$ cat src/rtl/tdm_demux_1to4.sv
// rtl/tdm_demux_1to4.sv - 1-to-4 TDM demultiplexer with frame alignment and optional realignment.
// Optional mid-frame realignment on frame_sync is enabled by defining DEMUX_SYNC_CHECK_EN.
module tdm_demux_1to4 #(
    parameter int WIDTH = 8
) (
    input  logic             clk,
    input  logic             rst_n,
    input  logic [WIDTH-1:0] din,
    input  logic             din_valid,
    input  logic             frame_sync,
    output logic [WIDTH-1:0] out_a,
    output logic [WIDTH-1:0] out_b,
    output logic [WIDTH-1:0] out_c,
    output logic [WIDTH-1:0] out_d,
    output logic             vld_a,
    output logic             vld_b,
    output logic             vld_c,
    output logic             vld_d,
    output logic             frame_done,
    output logic             sync_err
);

    typedef enum logic {
        ST_IDLE,
        ST_RUN
    } state_t;

    state_t           r_state;
    logic [1:0]       r_slot;
    logic [WIDTH-1:0] r_out [4];
    logic [3:0]       r_vld;
    logic             r_frame_done;

    logic             w_accept;
    logic             w_realign;
    logic [1:0]       w_route_slot;

    // Unaligned words are dropped until a frame_sync marks slot 0.
    assign w_accept = din_valid && ((r_state == ST_RUN) || frame_sync);

`ifdef DEMUX_SYNC_CHECK_EN
    logic r_sync_err;

    assign w_realign = din_valid && frame_sync && (r_state == ST_RUN) && (r_slot != 2'b00);

    always_ff @(posedge clk or negedge rst_n) begin
        if (!rst_n) begin
            r_sync_err <= 1'b0;
        end else begin
            r_sync_err <= w_realign;
        end
    end

    assign sync_err = r_sync_err;
`else
    assign w_realign = 1'b0;
    assign sync_err  = 1'b0;
`endif

    assign w_route_slot = ((r_state == ST_IDLE) || w_realign) ? 2'b00 : r_slot;

    always_ff @(posedge clk or negedge rst_n) begin
        if (!rst_n) begin
            r_state      <= ST_IDLE;
            r_slot       <= 2'b00;
            r_vld        <= 4'b0000;
            r_frame_done <= 1'b0;
            for (int i = 0; i < 4; i++) begin
                r_out[i] <= '0;
            end
        end else begin
            r_vld        <= 4'b0000;
            r_frame_done <= 1'b0;
            if (w_accept) begin
                r_out[w_route_slot] <= din;
                r_vld[w_route_slot] <= 1'b1;
                r_frame_done        <= (w_route_slot == 2'b11);
                r_slot              <= w_route_slot + 2'd1;
                r_state             <= ST_RUN;
            end
        end
    end

    assign out_a      = r_out[0];
    assign out_b      = r_out[1];
    assign out_c      = r_out[2];
    assign out_d      = r_out[3];
    assign vld_a      = r_vld[0];
    assign vld_b      = r_vld[1];
    assign vld_c      = r_vld[2];
    assign vld_d      = r_vld[3];
    assign frame_done = r_frame_done;

endmodule

$ cat config.mk
export PLATFORM = sky130hd
export DESIGN_NAME = tdm_demux_1to4
export DESIGN_NICKNAME = d
export VERILOG_FILES = /design/src/rtl/tdm_demux_1to4.sv
export SDC_FILE = /design/constraint.sdc
export NUM_CORES = 1
export LEC_CHECK = 0
export CAP_MARGIN = 20
export CORE_MARGIN = 3
export CORE_UTILIZATION = 40
export DETAILED_ROUTE_END_ITERATION = 16
export GPL_ROUTABILITY_DRIVEN = 0
export PLACE_DENSITY = 0.71
export SLEW_MARGIN = 40
export SYNTH_ARGS = -nofsm -noshare
export SYNTH_HDL_FRONTEND = slang
export SYNTH_SLANG_ARGS = --single-unit
$ cat constraint.sdc
create_clock -name clk -period 1.7 [get_ports clk]
set_input_delay 0.17 -clock clk [delete_from_list [all_inputs] [get_ports clk]]
set_output_delay 0.17 -clock clk [all_outputs]
set_load 0.01 [all_outputs]
Yosys cells after proc, flatten, opt, wreduce, memory -nomap -nowiden

Cells that the tools add are included.

$add $sub $neg: 1
$lt $le $gt $ge: 4
Eq/ne operators: 1
Multiplexer cells: 8
Bitwise operators: 1
Reductions and logical operators: 4

Operator list:

| cell                                                                                | count |
|---|---|
| 32-bit bitwise mux                                                                  | 1 |
| 8-bit demux with 2-bit select                                                       | 1 |
| 8-bit two-way mux                                                                   | 1 |
| 4-bit two-way mux                                                                   | 1 |
| 3-bit greater-or-equal comparator, second input constant                            | 1 |
| 1-bit logical AND                                                                   | 3 |
| 2-bit by 3-bit < comparator with 1-bit output, second input constant                | 1 |
| 3-bit by 1-bit < comparator with 1-bit output, second input constant                | 1 |
| 2-bit inverter with 3-bit output                                                    | 1 |
| 2-bit by 1-bit adder with 2-bit output, second input constant                       | 1 |
| 1-bit demux with 2-bit select                                                       | 1 |
| 2-bit equality test, second input constant                                          | 1 |
| 2-bit by 1-bit greater-or-equal comparator with 1-bit output, second input constant | 1 |
| 1-bit two-way mux                                                                   | 2 |
| 2-bit two-way mux                                                                   | 1 |
| 1-bit logical OR                                                                    | 1 |

Register bits after elaboration: 40
Bits of input ports: 12
Output and inout port bits: 38
Word-level logic and storage cells: 27

Longest topological paths before layout

Gate-level depths: netlist of run 1.

Word-level depth: 7
Mapped depth: 4
Mapped depth without buffers: 3

Worst setup path after synthesis of run 1

Ideal clock, no wire load.

Kind: register -> register
From: register r_state
To: register r_out (netlist bit out_a[0])
Setup time: 125 ps
Arrival: 1230 ps
Data required time: 1575 ps
Path slack: 345 ps
Stages on the path, launching flop included: 5
Buffers on the path: 1
Clock period less this slack: 1355 ps
Cell sequence: dfrtp_1 -> buf_6 -> nor3b_4 -> o21ai_4 -> mux2_2

Word-level cells in the longest chain between the ends: 7
Elaborated cells on any way between the ends: 10
Classes of those cells: order compare: 2; mux: 4; bitwise: 1; reduce/logical: 3

RTL lines:

| item                                                                                                                            | line | source |
|---|---|---|
| from (decl)                                                                                                                     | 28   | `state_t r_state;` |
| from (signal assigned)                                                                                                          | 64   | `r_state <= ST_IDLE;` |
| from (signal assigned)                                                                                                          | 79   | `r_state <= ST_RUN;` |
| 2-bit two-way mux                                                                                                               | 60   | `assign w_route_slot = ((r_state == ST_IDLE) \|\| w_realign) ? 2'b00 : r_slot;` |
| 2-bit inverter with 3-bit output (not written as such)                                                                          | 75   | `r_out[w_route_slot] <= din;` |
| 3-bit greater-or-equal comparator (not written as such) / 3-bit by 1-bit < comparator with 1-bit output (equally long branches) | 75   |  |
| 1-bit logical AND (not written as such)                                                                                         | 75   |  |
| 8-bit two-way mux (not written as such)                                                                                         | 75   |  |
| 8-bit demux with 2-bit select                                                                                                   | 75   |  |
| 32-bit bitwise mux                                                                                                              | 75   |  |
| to (signal, indexed assignment)                                                                                                 | 75   |  |
| to (decl)                                                                                                                       | 30   | `logic [WIDTH-1:0] r_out [4];` |

Several ways; a longest one is shown, not always the timed one.
A chain may end at the register's enable or synchronous reset.

Final worst setup path of run 1

From: register r_state
To: register r_out (netlist bit out_d[0])

Same word-level chain as after synthesis.

==> run_results.csv, run 1 <==
group,metric,value,unit
status,outcome,"finished, final reports clean",
cells_and_area,n_antenna_cell,0,
cts,cts_buffers,5,
synthesis,async_flop_share,100,%
synthesis,synth_nets,108,
detailed_routing,dr_total_vias,944,
detailed_routing,drc_errors,0,
global_route,grt_max_degree,40,
cells_and_area,nets,161,
critical_path,required,1870,ps
cts,cts_setup_buffers,0,
placement,post-place-cells,189,
cells_and_area,nFillCells,304,
cts,clk_pin_slew,70,ps
critical_path,cp-start-kind,"register",
detailed_routing,antenna_left,0,
global_route,antenna_found_initial,0,
timing,fmax,672,MHz
critical_path,critPathBufInv,1,
critical_path,cp.arrival,1650,ps
placement,dp_slack,43.0,ps
cts,clkLatencyLatePin,280,ps
floorplanning,ios,50,
detailed_routing,routed_wl,2.97,mm
synthesis,ys_seq_area_share,62.4,%
synthesis,syn_area_per_cell,16.3,µm²
synthesis,syn-cell-area,1560,µm²
cts,cts.sink_count,39,
synthesis,yosysWarnings,0,
floorplanning,core.rowCount,22,
detailed_routing,wl_per_cell,15.2,µm
floorplanning,die_area,4690,µm²
synthesis,yosys.area.top_type_share,62.4,%
critical_path,path_max_fanout,9,
timing,finalSetupViolations,0,
synthesis,synthTopCellsByArea,"dfrtp_1 (62%), mux2_2 (22%), nand4b_4 (3.0%)",
timing,rsz0062_at_grt,"no",
cells_and_area,drive_gt1_share,32.4,%
synthesis,synth.largest_area_cell,"dfrtp_1",
cts,cts_tree,"done",
placement,place_area,2070,µm²
global_route,overflow,0,
critical_path,critPathMaxStageDelay,480,ps
placement,portBuffers,48,
cells_and_area,layout.cells.non_filler,196,
timing,skew,2.12,ps
placement,hpwl,2.21,mm
timing,post-route-period-util,87.5,%
pwr,vdd_drop_max,0.000834,V
synthesis,syn_inst,96,
detailed_routing,vias_per_cell,4.82,
critical_path,worstSetupEndpointType,"register",
critical_path,path_delay_family,"flip-flops",
pwr,cellPowerDensity,1740,nW/µm²
floorplanning,die_h,68.5,µm
timing,setup_ws,212,ps
worst_hold_path,hold_class,"input pin to async pin",
synthesis,ys_seq_elements,39,
cells_and_area,multi_input_area,519,µm²
critical_path,worstPathCellList,"buf_4, nand4_2, mux2_2",
cts,htree_levels,2,
timing,hold_viol,0,
floorplanning,die_w,68.5,µm
cts,root_buffer,"clkbuf_8",
cts,cts_buffer_depth,2,
floorplanning,start_util,42.1,%
cts,holdBufCountCts,0,
detailed_routing,dr.pass1.iters,4,
cts,cts_resized,0,
floorplanning,coreArea,3720,µm²
timing,fin_crit,1490,ps
critical_path,cpMaxStageDelayCell,"dfrtp_1",
timing,final_max_slew_viol_count,0,
pwr,power_leakage,0.951,nW
critical_path,critPathKind,"register to register",
global_route,grt_pass1_vias,964,
cells_and_area,area_growth,37.8,%
global_route,grt_pass1_wl,4.86,mm
synthesis,ys_types,17,
flow_run,max_cap_violations,0,
timing,tns,0,ps
detailed_routing,drtIter0Drc,55,
cells_and_area,register_area,976,µm²
cells_and_area,final_cell_area,2150,µm²
synthesis,ys.flop_type,"dfrtp_1",
synthesis,synth_edf_count,0,
global_route,grtUsageTotal,14.5,%
## stage by stage
step	power [mW]	hold slack (ps)	util, %
after floorplan	2.28	-126	-
after global placement	3.20	309	55.7
after detailed placement	3.26	320	55.7
after CTS	3.82	12.4	57.6
after global routing	4.00	431	57.9
final	3.76	389	57.9
## state kept, by name, indices dropped and copies added, names as in the netlist
register and cells:
out_b 8, out_d 8, out_c 8, r_slot 2, r_vld 3, frame_done 1, r_state 1, out_a 8
## cell usage in the layout, fill, tap and decap left out
master and count:
clkdlybuf4s50_1 47, dfrtp_1 39, mux2_2 31, clkbuf_8 5
inv_1 4, buf_4 4, nand2_1 3, nand4b_4 2
o21ai_0 2, nor2b_1 1, nor3b_4 1, o21ai_4 1
nand4_2 1, mux2_4 1, a21o_2 1, mux2i_1 1
a22o_2 1, conb_1 1, clkbuf_1 1, dlygate4sd3_1 1
## logic make-up (layout without fill, tap and decap cells)
logic type | after synthesis | after routing | share of synthesized area [%]
mux | 33 | 33 | 23.9
compound gates | 5 | 5 | 2.88
other cells | 1 | 1 | 0.240
flops | 39 | 39 | 62.5
simple gates | 8 | 8 | 6.17
buf+inv | 10 | 62 | 4.32
## area by class of cell
| cell class | count | area share, % |
|---|---|---|
| Sequential cell | 39 | 45.3 |
| Multi-Input combinational cell | 47 | 24.1 |
| Timing Repair Buffer | 52 | 23.7 |
| Clock buffer | 6 | 3.37 |
| Tap cell | 48 | 2.79 |
| Inverter | 4 | 0.697 |
## cell usage after synthesis (2+ instances only)
cell,number
buf_4,4
nand2_1,3
o21ai_0,2
buf_6,2
mux2_2,31
inv_1,4
dfrtp_1,39
nand4b_4,2
## path summary, 6_finish.rpt
path	start	endpoint	slack (ps)	depth (start not counted)
max	r_state	out_d[0]	210	3
max in group asynchronous	rst_n	out_a[0]	980	2
min	rst_n	out_d[0]	390	2
max reg2reg	r_state	out_d[0]	210	3
min in group clk	out_d[1]	out_d[1]	510	1
min reg2reg	out_d[1]	out_d[1]	510	1
## power by group
group / switching, mW / internal [mW]
clock: 0.274 / 0.273
combinational: 0.549 / 1.06
sequential: 0.256 / 1.34
## layer usage
layer  up-vias  track usage (%)  part of all wire [%]
met4         0             7.44                   1.5
met1       473             17.7                    42
li1        435                -                     -
met5         -                0                     0
met3         4             3.73                   5.8
met2        32             23.6                    51
## worst reg2reg max path, cell delays in order, from the launching register on
cell	delay (ps)
dfrtp_1	480
buf_4	190
nand4_2	310
mux2_2	390
No activity file was read; power rests on OpenSTA's default activity.
==> run 2: changes to the inputs <==
clock period = 1.8 ns   (was 1.7 ns; I/O delays follow)
==> run 2 against run 1 <==
Clock skew up 4.4 ps; cell count up 0.51%; register-to-register slack better by 80 ps; combinational power down 6%; non-clock buffer count down 1; design area up 0.64%; sequential share of layout area down 0.29 points; critical endpoint is now out_a[4].
==> run_results.csv, run 2 (synthesized netlist as in run 1, its figures left out) <==
group,metric,value,unit
global_route,grtUsageTotal,14.5,%
critical_path,rr_worst_depth,3,
critical_path,r2r_start,"r_slot[0]",
timing,fin_crit,1510,ps
placement,portBuffers,48,
global_route,grt_max_degree,40,
cts,cts.sink_count,39,
critical_path,path_max_fanout,9,
status,outcome,"finished, final reports clean",
cells_and_area,layout.cells.most_common,"clkdlybuf4s50_1",
cells_and_area,area_growth,38.7,%
placement,hpwl,2.22,mm
floorplanning,die_area,4690,µm²
cells_and_area,layout.cells.non_filler,197,
critical_path,worstSetupEndpointType,"register",
timing,finalSetupViolations,0,
timing,post-route-period-util,83.8,%
cts,root_buffer,"clkbuf_8",
cts,clk_pin_slew,70,ps
critical_path,required,1960,ps
placement,post-place-cells,188,
cts,htree_levels,2,
critical_path,cp-startpoint,"r_slot[0]",
detailed_routing,dr.pass1.iters,4,
cts,clkLatencyLatePin,280,ps
detailed_routing,drtIter0Drc,74,
global_route,antenna_found_initial,0,
worst_hold_path,hold_class,"input pin to async pin",
critical_path,reg2reg_slack,290,ps
cells_and_area,drive_gt1_share,33.6,%
detailed_routing,antenna_left,0,
pwr,cellPowerDensity,1650,nW/µm²
global_route,overflow,0,
floorplanning,core.rowCount,22,
timing,skew,6.55,ps
critical_path,cp-start-kind,"register",
flow_run,max_cap_violations,0,
detailed_routing,routed_wl,2.98,mm
global_route,grt_pass1_wl,4.81,mm
critical_path,timing.rr.end,"out_a[4]",
timing,rsz0062_at_grt,"no",
cells_and_area,n_antenna_cell,0,
floorplanning,coreArea,3720,µm²
global_route,grt_pass1_vias,944,
timing,fmax,663,MHz
cells_and_area,nFillCells,302,
timing,hold_viol,0,
critical_path,cp.arrival,1670,ps
detailed_routing,dr_total_vias,948,
cts,cts_setup_buffers,0,
floorplanning,die_h,68.5,µm
cells_and_area,layout_common_cells,"clkdlybuf4s50_1 (47), dfrtp_1 (39), mux2_2 (31)",
cells_and_area,fin_util,58.3,%
floorplanning,ios,50,
floorplanning,start_util,42.1,%
floorplanning,die_w,68.5,µm
critical_path,critPathKind,"register to register",
pwr,vdd_drop_max,0.000746,V
detailed_routing,vias_per_cell,4.81,
critical_path,crit_end,"out_a[4]",
cells_and_area,nets,160,
cts,cts_buffers,5,
detailed_routing,wl_per_cell,15.1,µm
cts,cts_tree,"done",
cts,cts_buffer_depth,2,
timing,final_max_slew_viol_count,0,
detailed_routing,drc_errors,0,
pwr,power_leakage,0.961,nW
==> run 2: worst max-delay path, stage by stage (launching register included) <==
cell and delay [ps]:
dfrtp_1 560, nor3b_4 90, o21ai_4 350, mux2_2 390
==> run 2: layout make-up <==
class / instances / area, µm² / share of cell area [%]
multi-input combinational: 47 / 519 / 24.0
clock buffer: 5 / 68.8 / 3.18
clock inverter: 3 / 15.0 / 0.693
sequential: 39 / 976 / 45.0
tap: 48 / 60.1 / 2.77
inverter: 4 / 15.0 / 0.693
timing repair buffer: 51 / 513 / 23.7
==> run 2: how the worst min path moves through the flow <==
stage,start,end,slack (ps)
3_3_place_gp,rst_n,r_slot[1],160
6_report,rst_n,r_slot[1],390
4_1_cts,rst_n,r_slot[1],390
3_5_place_dp,rst_n,r_slot[1],160
5_1_grt,rst_n,r_vld[1],430
2_1_floorplan,rst_n,frame_done,-120
==> run 2: per-layer routing <==
| layer | GRT usage (%) | part of all wire (%) | vias up |
|---|---|---|---|
| li1 | - | - | 434 |
| met1 | 17.9 | 43 | 473 |
| met2 | 23.2 | 49 | 36 |
| met3 | 3.89 | 5.5 | 5 |
| met4 | 7.44 | 2.0 | 0 |
| met5 | 0 | 0 | - |
==> run 2: per-stage QoR <==
step           hold WS, ps  power [mW]  worst slack (ps)  area, µm²  setup TNS [ps]
3_5_place_dp           160        3.08             -2.81       2070           -5.34
3_3_place_gp           158        3.03              51.4       2070               0
4_1_cts                388        3.64               282       2170               0
2_1_floorplan         -116        2.15               445       1560               0
6_report               387        3.58               291       2170               0
5_1_grt                428        3.81               221       2170               0
==> run 2: timing repair <==
item | in CTS | in global routing
hold buffers | 1 | 0
gates resized for setup | 0 | 0
hold endpoints to repair | 39 | 0
==> run 2: power by group <==
part	switching, mW	internal [mW]	total [mW]	leakage [nW]
Sequential	0.242	1.27	1.51	0.464
Clock	0.281	0.265	0.546	0.0477
Combinational	0.517	1.00	1.52	0.449
Total	1.04	2.54	3.58	0.961
